### config.mk
export PLATFORM = sky130hd
export DESIGN_NAME = detector_jogada
export DESIGN_NICKNAME = d
export VERILOG_FILES = /design/src/rtl/detector_jogada.sv
export SDC_FILE = /design/constraint.sdc
export NUM_CORES = 1
export LEC_CHECK = 0
export CORE_ASPECT_RATIO = 1.2
export CORE_UTILIZATION = 56
export CTS_CLUSTER_DIAMETER = 60
export DETAILED_ROUTE_END_ITERATION = 10
export GPL_TIMING_DRIVEN = 0
export PLACE_DENSITY = 0.83
export SLEW_MARGIN = 20
export SYNTH_ARGS = -nofsm -noshare
export SYNTH_HDL_FRONTEND = slang
export SYNTH_SLANG_ARGS = --single-unit
### constraint.sdc
create_clock -name clock -period 3.6 [get_ports clock]
set_input_delay 0.36 -clock clock [delete_from_list [all_inputs] [get_ports clock]]
set_output_delay 0.36 -clock clock [all_outputs]
set_load 0.005 [all_outputs]
### src/rtl/detector_jogada.sv
//------------------------------------------------------------------------------
// detector_jogada: synchronises and debounces the push-buttons, then turns each
// clean one-hot press into a latched play value with a single-cycle pulse.
// Revision: 1.0
//------------------------------------------------------------------------------
`default_nettype none

module detector_jogada #(
   parameter int N_BOTOES        = 4,
   parameter int DEBOUNCE_CICLOS = 4
) (
   input  logic                clock,
   input  logic                reset,
   input  logic [N_BOTOES-1:0] botoes,
   input  logic                habilita,
   input  logic                limpa,
   output logic [N_BOTOES-1:0] jogada,
   output logic                jogada_feita,
   output logic                jogada_invalida,
   output logic [3:0]          db_estado
);

   localparam int               CNT_W   = (DEBOUNCE_CICLOS > 1) ? $clog2(DEBOUNCE_CICLOS) : 1;
   localparam logic [CNT_W-1:0] CNT_MAX = CNT_W'(DEBOUNCE_CICLOS - 1);

   typedef enum logic [3:0] {
      ESPERA   = 4'h0,
      REGISTRA = 4'h1,
      INVALIDA = 4'h2,
      SOLTURA  = 4'h3
   } estado_t;

   estado_t             estado;
   estado_t             proximo;
   logic [N_BOTOES-1:0] sync1;
   logic [N_BOTOES-1:0] sync2;
   logic [N_BOTOES-1:0] candidato;
   logic [N_BOTOES-1:0] estavel;
   logic [CNT_W-1:0]    cnt;
   logic                carregar;
   logic                nenhum;
   logic                um_so;

   always_ff @(posedge clock or negedge reset) begin
      if (!reset) begin
         sync1 <= '0;
         sync2 <= '0;
      end else begin
         sync1 <= botoes;
         sync2 <= sync1;
      end
   end

   // A level is accepted only after DEBOUNCE_CICLOS further identical samples.
   always_ff @(posedge clock or negedge reset) begin
      if (!reset) begin
         candidato <= '0;
         cnt       <= '0;
         estavel   <= '0;
      end else if (sync2 != candidato) begin
         candidato <= sync2;
         cnt       <= '0;
      end else if (cnt < CNT_MAX) begin
         cnt <= cnt + CNT_W'(1);
      end else begin
         estavel <= candidato;
      end
   end

   assign nenhum = (estavel == '0);
   assign um_so  = !nenhum && ((estavel & (estavel - N_BOTOES'(1))) == '0);

   always_ff @(posedge clock or negedge reset) begin
      if (!reset) begin
         estado <= ESPERA;
      end else begin
         estado <= proximo;
      end
   end

   always_comb begin
      proximo         = estado;
      carregar        = 1'b0;
      jogada_feita    = 1'b0;
      jogada_invalida = 1'b0;
      db_estado       = 4'hE;
      case (estado)
         ESPERA: begin
            db_estado = 4'h0;
            if (!nenhum) begin
               if (!um_so) begin
                  proximo = INVALIDA;
               end else if (habilita) begin
                  proximo  = REGISTRA;
                  carregar = 1'b1;
               end else begin
                  proximo = SOLTURA;
               end
            end
         end
         REGISTRA: begin
            db_estado    = 4'h1;
            jogada_feita = 1'b1;
            proximo      = SOLTURA;
         end
         INVALIDA: begin
            db_estado       = 4'h2;
            jogada_invalida = 1'b1;
            proximo         = SOLTURA;
         end
         SOLTURA: begin
            db_estado = 4'h3;
            if (nenhum) begin
               proximo = ESPERA;
            end
         end
         default: begin
            proximo   = ESPERA;
            db_estado = 4'hE;
         end
      endcase
   end

   // A load on the same edge as limpa takes priority over the clear.
   always_ff @(posedge clock or negedge reset) begin
      if (!reset) begin
         jogada <= '0;
      end else if (carregar) begin
         jogada <= estavel;
      end else if (limpa) begin
         jogada <= '0;
      end
   end

endmodule

`default_nettype wire

# Word-level counts from Yosys, hierarchy flattened
# Index checks and enable logic that the tools add are counted.
[word_totals]
elab_cells = 45
input_bits = 8
register_bits = 26
[op_classes]
n_mux = 16
order_cmp = 1
n_bitwise = 3
eq_ne = 6
n_addsub = 2
n_reduce_logical = 10
[op_table]
columns = ["operator", "n"]
rows = [
  ["$mux W4", 4],
  ["$pmux W4 S4", 1],
  ["$logic_not A4 Y1", 3],
  ["$pmux W4 S3", 1],
  ["$eq A4 B2 Y1 const B", 2],
  ["$mux W2", 4],
  ["$mux W1", 6],
  ["$and A4 B4 Y4", 1],
  ["$eq A4 B1 Y1 const B", 1],
  ["$ne A2 B2 Y1 const B", 2],
  ["$ne A4 B4 Y1", 1],
  ["$reduce_and A2 Y1", 2],
  ["$reduce_bool A2 Y1", 2],
  ["$sub A4 B1 Y4 const B", 1],
  ["$add A2 B1 Y2 const B", 1],
  ["$lt A2 B2 Y1 const B", 1],
  ["$not A1 Y1", 2],
  ["$reduce_or A2 Y1", 1],
  ["$logic_and A1 B1 Y1", 1],
  ["$logic_not A1 Y1", 1],
]

# Depth between registers and ports, before layout
# Gate-level depths: netlist of run 1.
[depth]
depth_word = 8
ltp_mapped = 7
depth_no_buf = 6

# Least setup slack after synthesis of run 1
# Ideal clock, no wire load.
[synth_path]
kind = "reg-to-output"
from = "register estado[0]"
to = "output port db_estado[3]"
t_required_ps = 3240
path_stages_with_launch = 6
setup_slack_ps = 1890
arrival_time_ps = 1350
path_cell_list = "dfrtp_1 -> inv_1 -> ha_1 -> clkbuf_1 -> nor4_1 -> buf_4"
[synth_between]
elab_chain_cells = 2
[synth_lines]
columns = ["element", "line", "source"]
rows = [
  ["from (decl)", "33", "estado_t estado;"],
  ["from (signal assigned)", "77", "estado <= proximo;"],
  ["$eq A4 B2 Y1, or another cell as far along", "87", "case (estado)"],
  ["$pmux W4 S4 (*)", "87", ""],
  ["to (decl)", "20", "output logic [3:0] db_estado"],
]
# Every way passes the cells marked *; elsewhere a longest branch is shown, timed or not.

# Worst setup path after layout of run 1
# Ends and elaborated chain as after synthesis.

==> results of run 1 <==
-- layout make-up --
class                   count  area [sq um]
clock buffers               4          36.3
multi-input cells          66           493
inverters                   4          15.0
flip-flops and latches     24           601
fillers                   130           502
plain buffers              11          57.6
well taps                  19          23.8
repair buffers             17           165
-- kinds of logic (layout without fill, tap and decap cells) --
family          after synthesis  count (layout)
compound gates               20              20
xor+xnor                      7               7
fa+ha+maj                     5               5
buf+inv                      15              36
flops                        24              24
mux                           6               6
simple gates                 28              28
-- power by group --
part / internal (mW) / leakage (nW) / switching (mW)
Sequential: 0.290 / 0.303 / 0.0184
Clock: 0.0618 / 0.0210 / 0.0767
Combinational: 0.175 / 0.337 / 0.125
Total: 0.527 / 0.661 / 0.220
-- synthesized netlist by cell type, drive strengths merged --
| cell type | number | area [sq um] |
|---|---|---|
| nand2 | 2 | 7.51 |
| a31oi | 1 | 6.26 |
| xor2 | 2 | 17.5 |
| a211o | 1 | 8.76 |
| clkbuf | 5 | 18.8 |
| o311a | 1 | 10.0 |
| and3 | 2 | 12.5 |
| o32a | 1 | 10.0 |
| nor3 | 1 | 5.00 |
| nand3 | 2 | 10.0 |
| a32o | 1 | 10.0 |
| ha | 5 | 62.6 |
| o21a | 1 | 7.51 |
| inv | 4 | 15.0 |
| mux2i | 1 | 10.0 |
| nor3b | 1 | 7.51 |
| o21ai | 8 | 40.0 |
| nand4 | 1 | 6.26 |
| mux2 | 5 | 71.3 |
| or2 | 2 | 12.5 |
| dfrtp | 24 | 601 |
| or4 | 1 | 7.51 |
| buf | 6 | 38.8 |
| a21o | 1 | 7.51 |
| a221oi | 1 | 8.76 |
| nor2 | 9 | 33.8 |
| xnor2 | 5 | 43.8 |
| nor4b | 2 | 17.5 |
| a31o | 2 | 17.5 |
| a21oi | 2 | 10.0 |
| nor2b | 2 | 12.5 |
| nor4 | 3 | 18.8 |
-- per-stage QoR --
stage               utilization (%)  instance area (sq um)  cells
CTS                            73.8                   1400    145
global placement               71.8                   1360    141
floorplan                         -                   1170    105
finish                         73.5                   1390    145
detailed placement             71.8                   1360    141
global route                   73.5                   1390    145
-- worst min path at each step --
stage	startpoint	to	slack, ps	cells after the start
6_report	reset	jogada[2]$_DFFE_PN0P_	-9	1
5_1_grt	reset	sync2[2]$_DFF_PN0_	30	1
4_1_cts	sync1[0]$_DFF_PN0_	sync2[0]$_DFF_PN0_	370	0
3_5_place_dp	sync1[1]$_DFF_PN0_	sync2[1]$_DFF_PN0_	350	0
3_3_place_gp	sync1[1]$_DFF_PN0_	sync2[1]$_DFF_PN0_	330	0
2_1_floorplan	reset	candidato[0]$_DFFE_PN0P_	60	0
-- sequential cells by signal, indices dropped and copies added (netlist names) --
signal / cells
estado: 2
jogada: 4
sync1: 4
cnt: 2
sync2: 4
estavel: 4
candidato: 4
-- per-layer routing --
layer	vias up	wire, um	part of all wire [%]	GRT usage, %
li1	412	-	-	-
met5	-	0	0	0
met3	5	78	4.1	3.13
met1	405	815	43	27.0
met4	0	55	2.9	15.1
met2	26	968	50	34.8
==> summary.md, run 1 <==
| Metric | Value |
|---|---|
| Max Freq | 388 MHz |
| Die X | roughly 44 um |
| Antenna cell count | 0 |
| CP Data Required Time | 3240 ps |
| Clock transition at the registers of the reported paths | roughly 120 ps |
| Setup Fix Bufs, Post-CTS | 0 |
| Drt drc | 2 |
| Clk sinks | 24 |
| Post-synthesis sequential area ratio | about 50% |
| Antenna violations before repair | 0 |
| Yosys warning count | 0 |
| Synth Register Bits | 24 |
| Critical path capture point type | primary output |
| IO Port Bufs | 17 |
| Tot Pwr | approximately 0.75 mW |
| Maxcap violations | 0 |
| Syn Nets | roughly 120 |
| CP endpoint | db_estado[3] |
| Status | finished, violations left |
| Pwr Density | approximately 540 mW/mm^2 |
| Violated checks | design-rule violations, negative hold slack |
| Xor and xnor fraction of the mapped netlist area | approximately 5.3% |
| Via count | 848 |
| Crit-path max cell delay | about 490 ps |
| Clk buf depth | 2 |
| Slew HR | ~67% |
| DRT iter0 DRCs | 7 |
| Adder-Cell Fraction of Synth Area | 5.36% |
| Setup CP Type | register to primary output |
| Slew @ Worst Pin | between 400 and 500 ps |
| Wire per inst | about 13 um |
| Worst Setup SP | estado[0]$_DFFE_PN0P_ |
| Grt ovf | 0 |
| Die area | roughly 0.0023 sq mm |
| Final setup skew | 1.89 ps |
| R2r startpoint | estado[0]$_DFFE_PN0P_ |
| Place WS | 1380 ps |
| Hold WS | -9.27 ps |
| GPL Wtd Cong | around 0.74 |
| Critical Path Source Type | register |
| Final hold violations | 24 |
| Fin Setup TNS | 0 ps |
| HP Class | input pin to asynchronous set/reset pin |
| CORE AREA | about 0.0019 sq mm |
| Synthesized cell area | between 0.001 and 0.0015 sq mm |
| Vias in the first global route | between 800 and 900 |
| Post-route clock period utilization | 71.5% |
| Crit path buf inv count | 4 |
| Most common cell after layout, fill and taps aside | dfrtp_1 |
| Number of placement rows | 17 |
| Static leakage power | between 0.6 and 0.7 nW |
| CTS buffer count | 3 |
| TritonCTS clock tree | done |
| First-pass GRT wire length | ~3.5 mm |
| Final WS setup | ~1000 ps |
| Worst-path maximum fanout | 9 |
| Simple-gate share of the synthesized area | 13.0% |
| RSZ-0062 raised after global routing | no |
| Most frequent cells in the layout | dfrtp_1 (24), clkdlybuf4s50_1 (16), nor2_1 (9) |
| Avg Inst Size Synth | approximately 11 sq um |
| Layout cells sized above 1 | between 10% and 20% |
| Final Slew Violations | 0 |
| Maximum number of pins on one net before global-route repair | 25 |
| Ports | 18 |
| Largest family of logic cells by synthesized area | simple AND/OR/NAND/NOR gates |
| Slowest CP cell | clkdlybuf4s50_1 |
| HPWL Detailed | 1.45 mm |
| Die height | ~52 um |
| Critical Path AT | between 2000 and 2500 ps |
| Area Overhead vs Synth | 19.3% |
| Starting density of the core | roughly three fifths |
| Final setup viols | 0 |
| GRT Resource Usage Total | a little over a fifth |
| Mux contribution to synthesized area | under 10% |
| Reg2reg end | jogada[0]$_DFFE_PN0P_ |
| Worst skew pair latency | 310 ps |
| Critical Path Stages | 6 |
| Vias/cell | roughly 5.8 |
| # H-tree levels | 1 |
| DRT Wirelength | around 1.9 mm |
| Yosys cell types | 38 |
| Final ANT Viol Nets | 0 |
| Setup slack, reg-to-reg | ~1800 ps |
| Resized Gates After CTS | 0 |
| Post-synthesis compound-gate area fraction | between 10% and 20% |
| Pre-antenna DRT Iters | 7 |
| Final Critical Period | between 2000 and 3000 ps |
| Delay-heaviest family, CP | buffers and inverters |
| Nets | 140 |
| Peak supply drop | between 300 and 400 uV |
| Cts hold-fix bufs | 0 |
| Synthesized instance count | between 100 and 150 |
| CP Cell Sequence | inv_1, ha_1, clkbuf_1, nor4_1, buf_4, clkdlybuf4s50_1 |
| FF-to-FF path depth | 7 |
| Clock root buffer | clkbuf_4 |
Power figures use the tool's default switching activity.
==> run 2: changes to the inputs <==
--- a/config.mk
+++ b/config.mk
@@ -6,11 +6,11 @@
 export NUM_CORES = 1
 export LEC_CHECK = 0
 export CORE_ASPECT_RATIO = 1.2
-export CORE_UTILIZATION = 56
+export CORE_UTILIZATION = 52
 export CTS_CLUSTER_DIAMETER = 60
 export DETAILED_ROUTE_END_ITERATION = 10
 export GPL_TIMING_DRIVEN = 0
-export PLACE_DENSITY = 0.83
+export PLACE_DENSITY = 0.77
 export SLEW_MARGIN = 20
 export SYNTH_ARGS = -nofsm -noshare
 export SYNTH_HDL_FRONTEND = slang
==> constraint.sdc (replaced) <==
create_clock -name clock -period 2.5 [get_ports clock]
set_input_delay 0.25 -clock clock [delete_from_list [all_inputs] [get_ports clock]]
set_output_delay 0.25 -clock clock [all_outputs]
set_load 0.005 [all_outputs]
==> summary.md, run 2 (synthesized netlist as in run 1, its figures left out) <==
| Metric | Value |
|---|---|
| Status | completed |
| Sequential Area | 601 sq um (unchanged) |
| CORE AREA | 0.00209 sq mm (+11%) |
| Most common cell after layout, fill and taps aside | dfrtp_1 |
| Clk sinks | 24 (unchanged) |
| Cell count after placement | 152 (+7.8%) |
| Nets | 141 (+0.71%) |
| Antenna cell count | 0 (unchanged) |
| Hold WS | 370 ps (+380 ps) |
| Final WS setup | 207 ps (-818 ps) |
| CTS buffer count | 3 (unchanged) |
| Wire per inst | 11.9 um (-9.9%) |
| Final Critical Period | ~2300 ps |
| Drt drc | 0 (-2) |
| IO Port Bufs | 17 (unchanged) |
| Die area | 0.00244 sq mm (+7.4%) |
| Vias in the first global route | 769 (-5.9%) |
| Number of placement rows | 18 (+1) |
| Die height | 53.9 um (+3.6%) |
| Clock root buffer | clkbuf_4 |
| HPWL Detailed | 1.42 mm (-2.3%) |
| Critical Path Source Type | register |
| Grt ovf | 0 (unchanged) |
| Place WS | 337 ps (-1040 ps) |
| Multi-input gate area | 499 sq um (+1.3%) |
| Static leakage power | 0.673 nW (+1.8%) |
| CP Data Required Time | 2250 ps (-990 ps) |
| Pre-antenna DRT Iters | 4 (-3) |
| Fill count | 157 (+21%) |
| Final core utilization | 68.6% (-4.9 points) |
| Most frequent cells in the layout | dfrtp_1 (24), clkdlybuf4s50_1 (16), nor2_1 (9) |
| Slew @ Worst Pin | 499 ps (+4.41 ps) |
| DRT iter0 DRCs | 18 (+11) |
| Starting density of the core | 55.7% (-5.9 points) |
| # H-tree levels | 1 (unchanged) |
| Final Slew Violations | 0 (unchanged) |
| Clock transition at the registers of the reported paths | 130 ps (about the same) |
| Placed Area | 0.00137 sq mm (+1.0%) |
| Maximum number of pins on one net before global-route repair | 25 (unchanged) |
| Critical path capture point type | primary output |
| Maxcap violations | 0 (unchanged) |
| Post-route clock period utilization | between 90% and 100% |
| Setup Fix Bufs, Post-CTS | 0 (unchanged) |
| Critical Path AT | 2040 ps (-180 ps) |
| Layout cells sized above 1 | 15.0% (+0.67 points) |
| TritonCTS clock tree | done |
| Final hold violations | 0 (-100%) |
| Die X | 45.2 um (+3.6%) |
| Antenna violations before repair | 0 (unchanged) |
| First-pass GRT wire length | 3.06 mm (-12%) |
| DRT Wirelength | 1.87 mm (-2.5%) |
| GPL Wtd Cong | 0.826 (+11%) |
| HP Class | register to register |
| Final setup skew | 6.53 ps (+4.64 ps) |
| Ports | 18 (unchanged) |
| Worst-path maximum fanout | 9 (unchanged) |
| Tot Pwr | 1.16 mW (+55%) |
| Final setup viols | 0 (unchanged) |
| Area Overhead vs Synth | 23.3% |
| Setup CP Type | register to primary output |
| Peak supply drop | 484 uV (+23%) |
| Final ANT Viol Nets | 0 (unchanged) |
| Slew HR | 66.7% (-0.29 points) |
| Max Freq | 436 MHz |
| Via count | 854 (+0.71%) |
| Pwr Density | 806 mW/mm^2 (+50%) |
| Post-route cell area | 0.00144 sq mm (+3.3%) |
| Final Non-Filler Cells | 157 (+8.3%) |
| Fin Setup TNS | 0 ps (unchanged) |
| Worst skew pair latency | 300 ps (about the same) |
| Clk buf depth | 2 (unchanged) |
| Vias/cell | 5.44 (-7.0%) |
| GRT Resource Usage Total | 17.7% (-4.1 points) |
| RSZ-0062 raised after global routing | no |
run 2: cell types whose count changed in the layout (fill, tap and decap cells not counted), sizes merged:
cell,delta
bufinv,+1
clkbuf,-1
dlygate4sd3,+1
run 2: repair_timing:
action                                  4_1_cts  5_1_grt
resized for setup                             1        0
hold buffers                                  0        1
endpoints found under the hold margin         0       24
endpoints found under the setup margin        1        1
pin swaps                                     0        1
run 2: routing by layer:
layer | global-route usage (%) | vias up | routed length, um | part of all wire, %
li1 | - | 413 | - | -
met1 | 20.3 | 410 | 773 | 41
met2 | 31.9 | 29 | 1010 | 54
met3 | 3.69 | 2 | 82 | 4.4
met4 | 6.57 | 0 | 9 | 0.48
met5 | 0 | - | 0 | 0
run 2: path summary, 6_finish.rpt:
check	startpoint	to	slack, ps	depth (start not counted)
min	sync1[2]$_DFF_PN0_	sync2[2]$_DFF_PN0_	370	0
max reg2reg	estado[0]$_DFFE_PN0P_	jogada[1]$_DFFE_PN0P_	670	6
max in group asynchronous	reset	estado[0]$_DFFE_PN0P_	1730	2
min reg2reg	sync1[2]$_DFF_PN0_	sync2[2]$_DFF_PN0_	370	0
min in group asynchronous	reset	jogada[2]$_DFFE_PN0P_	430	2
max	estado[0]$_DFFE_PN0P_	db_estado[3]	210	6
run 2: where the power goes:
| part | internal (mW) | total [mW] | switching, mW | leakage [nW] |
|---|---|---|---|---|
| Clock | 0.162 | 0.272 | 0.110 | 0.0279 |
| Sequential | 0.417 | 0.442 | 0.0250 | 0.303 |
| Combinational | 0.258 | 0.445 | 0.187 | 0.342 |
run 2: layout make-up:
class | instances | area share (%)
Timing Repair Buffer | 18 | 12.2
Multi-Input combinational cell | 66 | 34.7
Inverter | 4 | 1.04
Clock buffer | 3 | 1.57
Sequential cell | 24 | 41.8
Tap cell | 30 | 2.61
Buffer | 11 | 4.00
Clock inverter | 1 | 2.09
run 2: worst max-delay path, stage by stage (launching register included):
cell and delay (ps):
dfrtp_1 410, inv_1 90, ha_1 190, clkbuf_1 180
nor4_2 220, buf_4 150, clkdlybuf4s50_1 480
==> run 3: changes to the inputs <==
--- a/config.mk
+++ b/config.mk
@@ -6,12 +6,12 @@
 export NUM_CORES = 1
 export LEC_CHECK = 0
 export CORE_ASPECT_RATIO = 1.2
+export CORE_MARGIN = 1
 export CORE_UTILIZATION = 52
 export CTS_CLUSTER_DIAMETER = 60
 export DETAILED_ROUTE_END_ITERATION = 10
 export GPL_TIMING_DRIVEN = 0
 export PLACE_DENSITY = 0.77
-export SLEW_MARGIN = 20
 export SYNTH_ARGS = -nofsm -noshare
 export SYNTH_HDL_FRONTEND = slang
 export SYNTH_SLANG_ARGS = --single-unit
==> summary.md, run 3 (synthesized netlist as in run 1, its figures left out) <==
| Metric | Value |
|---|---|
| Status | completed |
| GRT Resource Usage Total | 17.7% (unchanged) |
| HPWL Detailed | 1.42 mm (unchanged) |
| Ports | 18 (unchanged) |
| Critical path capture point type | primary output |
| Clk sinks | 24 (unchanged) |
| Critical Path Source Type | register |
| Worst-path maximum fanout | 9 (unchanged) |
| Maxcap violations | 0 (unchanged) |
| Final setup viols | 0 (unchanged) |
| DRT iter0 DRCs | 13 (-5) |
| Peak supply drop | 484 uV (about the same) |
| Pwr Density | 809 mW/mm^2 (+0.30%) |
| Drt drc | 0 (unchanged) |
| IO Port Bufs | 17 (unchanged) |
| Fin Setup TNS | 0 ps (unchanged) |
| Pre-antenna DRT Iters | 4 (unchanged) |
| Layout cells sized above 1 | 14.3% (-0.67 points) |
| HP Class | register to register |
| Die X | 45.2 um (unchanged) |
| Tot Pwr | 1.16 mW (about the same) |
| Final hold violations | 0 (unchanged) |
| Number of placement rows | 18 (unchanged) |
| Clk buf depth | 2 (unchanged) |
| DRT Wirelength | 1.85 mm (-1.2%) |
| Cts hold-fix bufs | 0 (unchanged) |
| Final ANT Viol Nets | 0 (unchanged) |
| Part of the power in combinational logic | 38.4% (about the same) |
| Maximum number of pins on one net before global-route repair | 25 (unchanged) |
| Setup CP Type | register to primary output |
| Worst skew pair latency | 300 ps (about the same) |
| Design internal power | 0.837 mW (about the same) |
| Final Slew Violations | 0 (unchanged) |
| Sw power | 0.321 mW (-0.11%) |
| First-pass GRT wire length | 3.06 mm (unchanged) |
| Most common cell after layout, fill and taps aside | dfrtp_1 |
| Antenna cell count | 0 (unchanged) |
| Slew @ Worst Pin | 990 ps (+491 ps) |
| Seq pwr share | 38.2% (about the same) |
| Max Freq | 436 MHz (about the same) |
| TritonCTS clock tree | done |
| Most frequent cells in the layout | dfrtp_1 (24), clkdlybuf4s50_1 (17), nor2_1 (9) |
| Switching share of total power | 27.7% (about the same) |
| Clock root buffer | clkbuf_4 |
| Final Critical Period | 2290 ps (-1.08 ps) |
| RSZ-0062 raised after global routing | no |
| Clock transition at the registers of the reported paths | 130 ps (about the same) |
| Final core utilization | 68.4% (-0.24 points) |
| Wire per inst | 11.8 um (-0.54%) |
| Vias in the first global route | 769 (unchanged) |
| Vias/cell | 5.49 (+0.88%) |
| CTS buffer count | 3 (unchanged) |
| Post-route cell area | 0.00143 sq mm (-0.35%) |
| CP Data Required Time | 2250 ps (about the same) |
| CORE AREA | 0.00209 sq mm (unchanged) |
| Die height | 53.9 um (unchanged) |
| Placed Area | 0.00137 sq mm (unchanged) |
| # H-tree levels | 1 (unchanged) |
| Antenna violations before repair | 0 (unchanged) |
| Critical Path AT | 2040 ps (about the same) |
| Clk network pwr share | 23.5% (about the same) |
| GPL Wtd Cong | 0.826 (unchanged) |
| Post-route clock period utilization | 91.7% (about the same) |
| Slew HR | 33.8% (-33 points) |
| Die area | 0.00244 sq mm (unchanged) |
| Nets | 140 (-0.71%) |
| Final setup skew | 6.51 ps (-0.0162 ps) |
| Cell count after placement | 152 (unchanged) |
| Final Non-Filler Cells | 156 (-0.64%) |
| Starting density of the core | 55.7% (unchanged) |
| Area Overhead vs Synth | 22.9% |
| Grt ovf | 0 (unchanged) |
| Static leakage power | 0.669 nW (-0.62%) |
| Via count | 856 (+0.23%) |
-- run 3: cell types whose count changed in the layout (fill, tap and decap cells not counted), sizes merged --
cell	previous run	this run
buf	7	6
clkdlybuf4s50	16	17
dlygate4sd3	1	0
-- run 3: metrics by stage --
stage	setup slack [ps]	hold slack, ps
final	208	370
after global routing	96.1	355
after CTS	53.3	364
after detailed placement	337	339
after global placement	408	335
after floorplan	900	-45.6
-- run 3: metal layers --
layer  GRT usage (%)  vias up  share of wire [%]
li1                -      411                  -
met1            20.3      410                 41
met2            31.9       31                 53
met3            3.69        4                5.0
met4            6.57        0                1.4
met5               0        -                  0
-- run 3: final timing paths --
check	startpoint	endpoint	slack (ps)	cells past startpoint
max in group asynchronous	reset	estado[0]$_DFFE_PN0P_	1430	1
max reg2reg	estado[0]$_DFFE_PN0P_	jogada[1]$_DFFE_PN0P_	670	6
max	estado[0]$_DFFE_PN0P_	db_estado[3]	210	6
min	sync1[2]$_DFF_PN0_	sync2[2]$_DFF_PN0_	370	0
min reg2reg	sync1[2]$_DFF_PN0_	sync2[2]$_DFF_PN0_	370	0
min in group asynchronous	reset	jogada[2]$_DFFE_PN0P_	470	1
-- run 3: worst max-delay path: stages, from the launching register on --
cell,delay [ps]
dfrtp_1,410
inv_1,90
ha_1,190
clkbuf_1,180
nor4_2,220
buf_4,150
clkdlybuf4s50_1,480
-- run 3: area by class of cell --
cell class                      instances  area [sq um]
Tap cell                               30          37.5
Clock buffer                            3          22.5
Multi-Input combinational cell         66           499
Buffer                                 11          57.6
Fill cell                             157           662
Clock inverter                          1          30.0
Timing Repair Buffer                   17           170
Sequential cell                        24           601
Inverter                                4          15.0
-- run 3: timing repair --
action                     CTS  global route
pin swaps                    0             1
setup endpoints to repair    1             1
gates resized for setup      1             0
setup buffers                0             0
-- run 3: power groups by stage --
stage          clock network (mW)  logic, mW  registers [mW]
4_1_cts                     0.279      0.450           0.443
6_report                    0.272      0.444           0.442
5_1_grt                     0.290      0.497           0.446
3_5_place_dp                    0      0.439           0.451
2_1_floorplan                   0      0.246           0.444
3_3_place_gp                    0      0.420           0.448
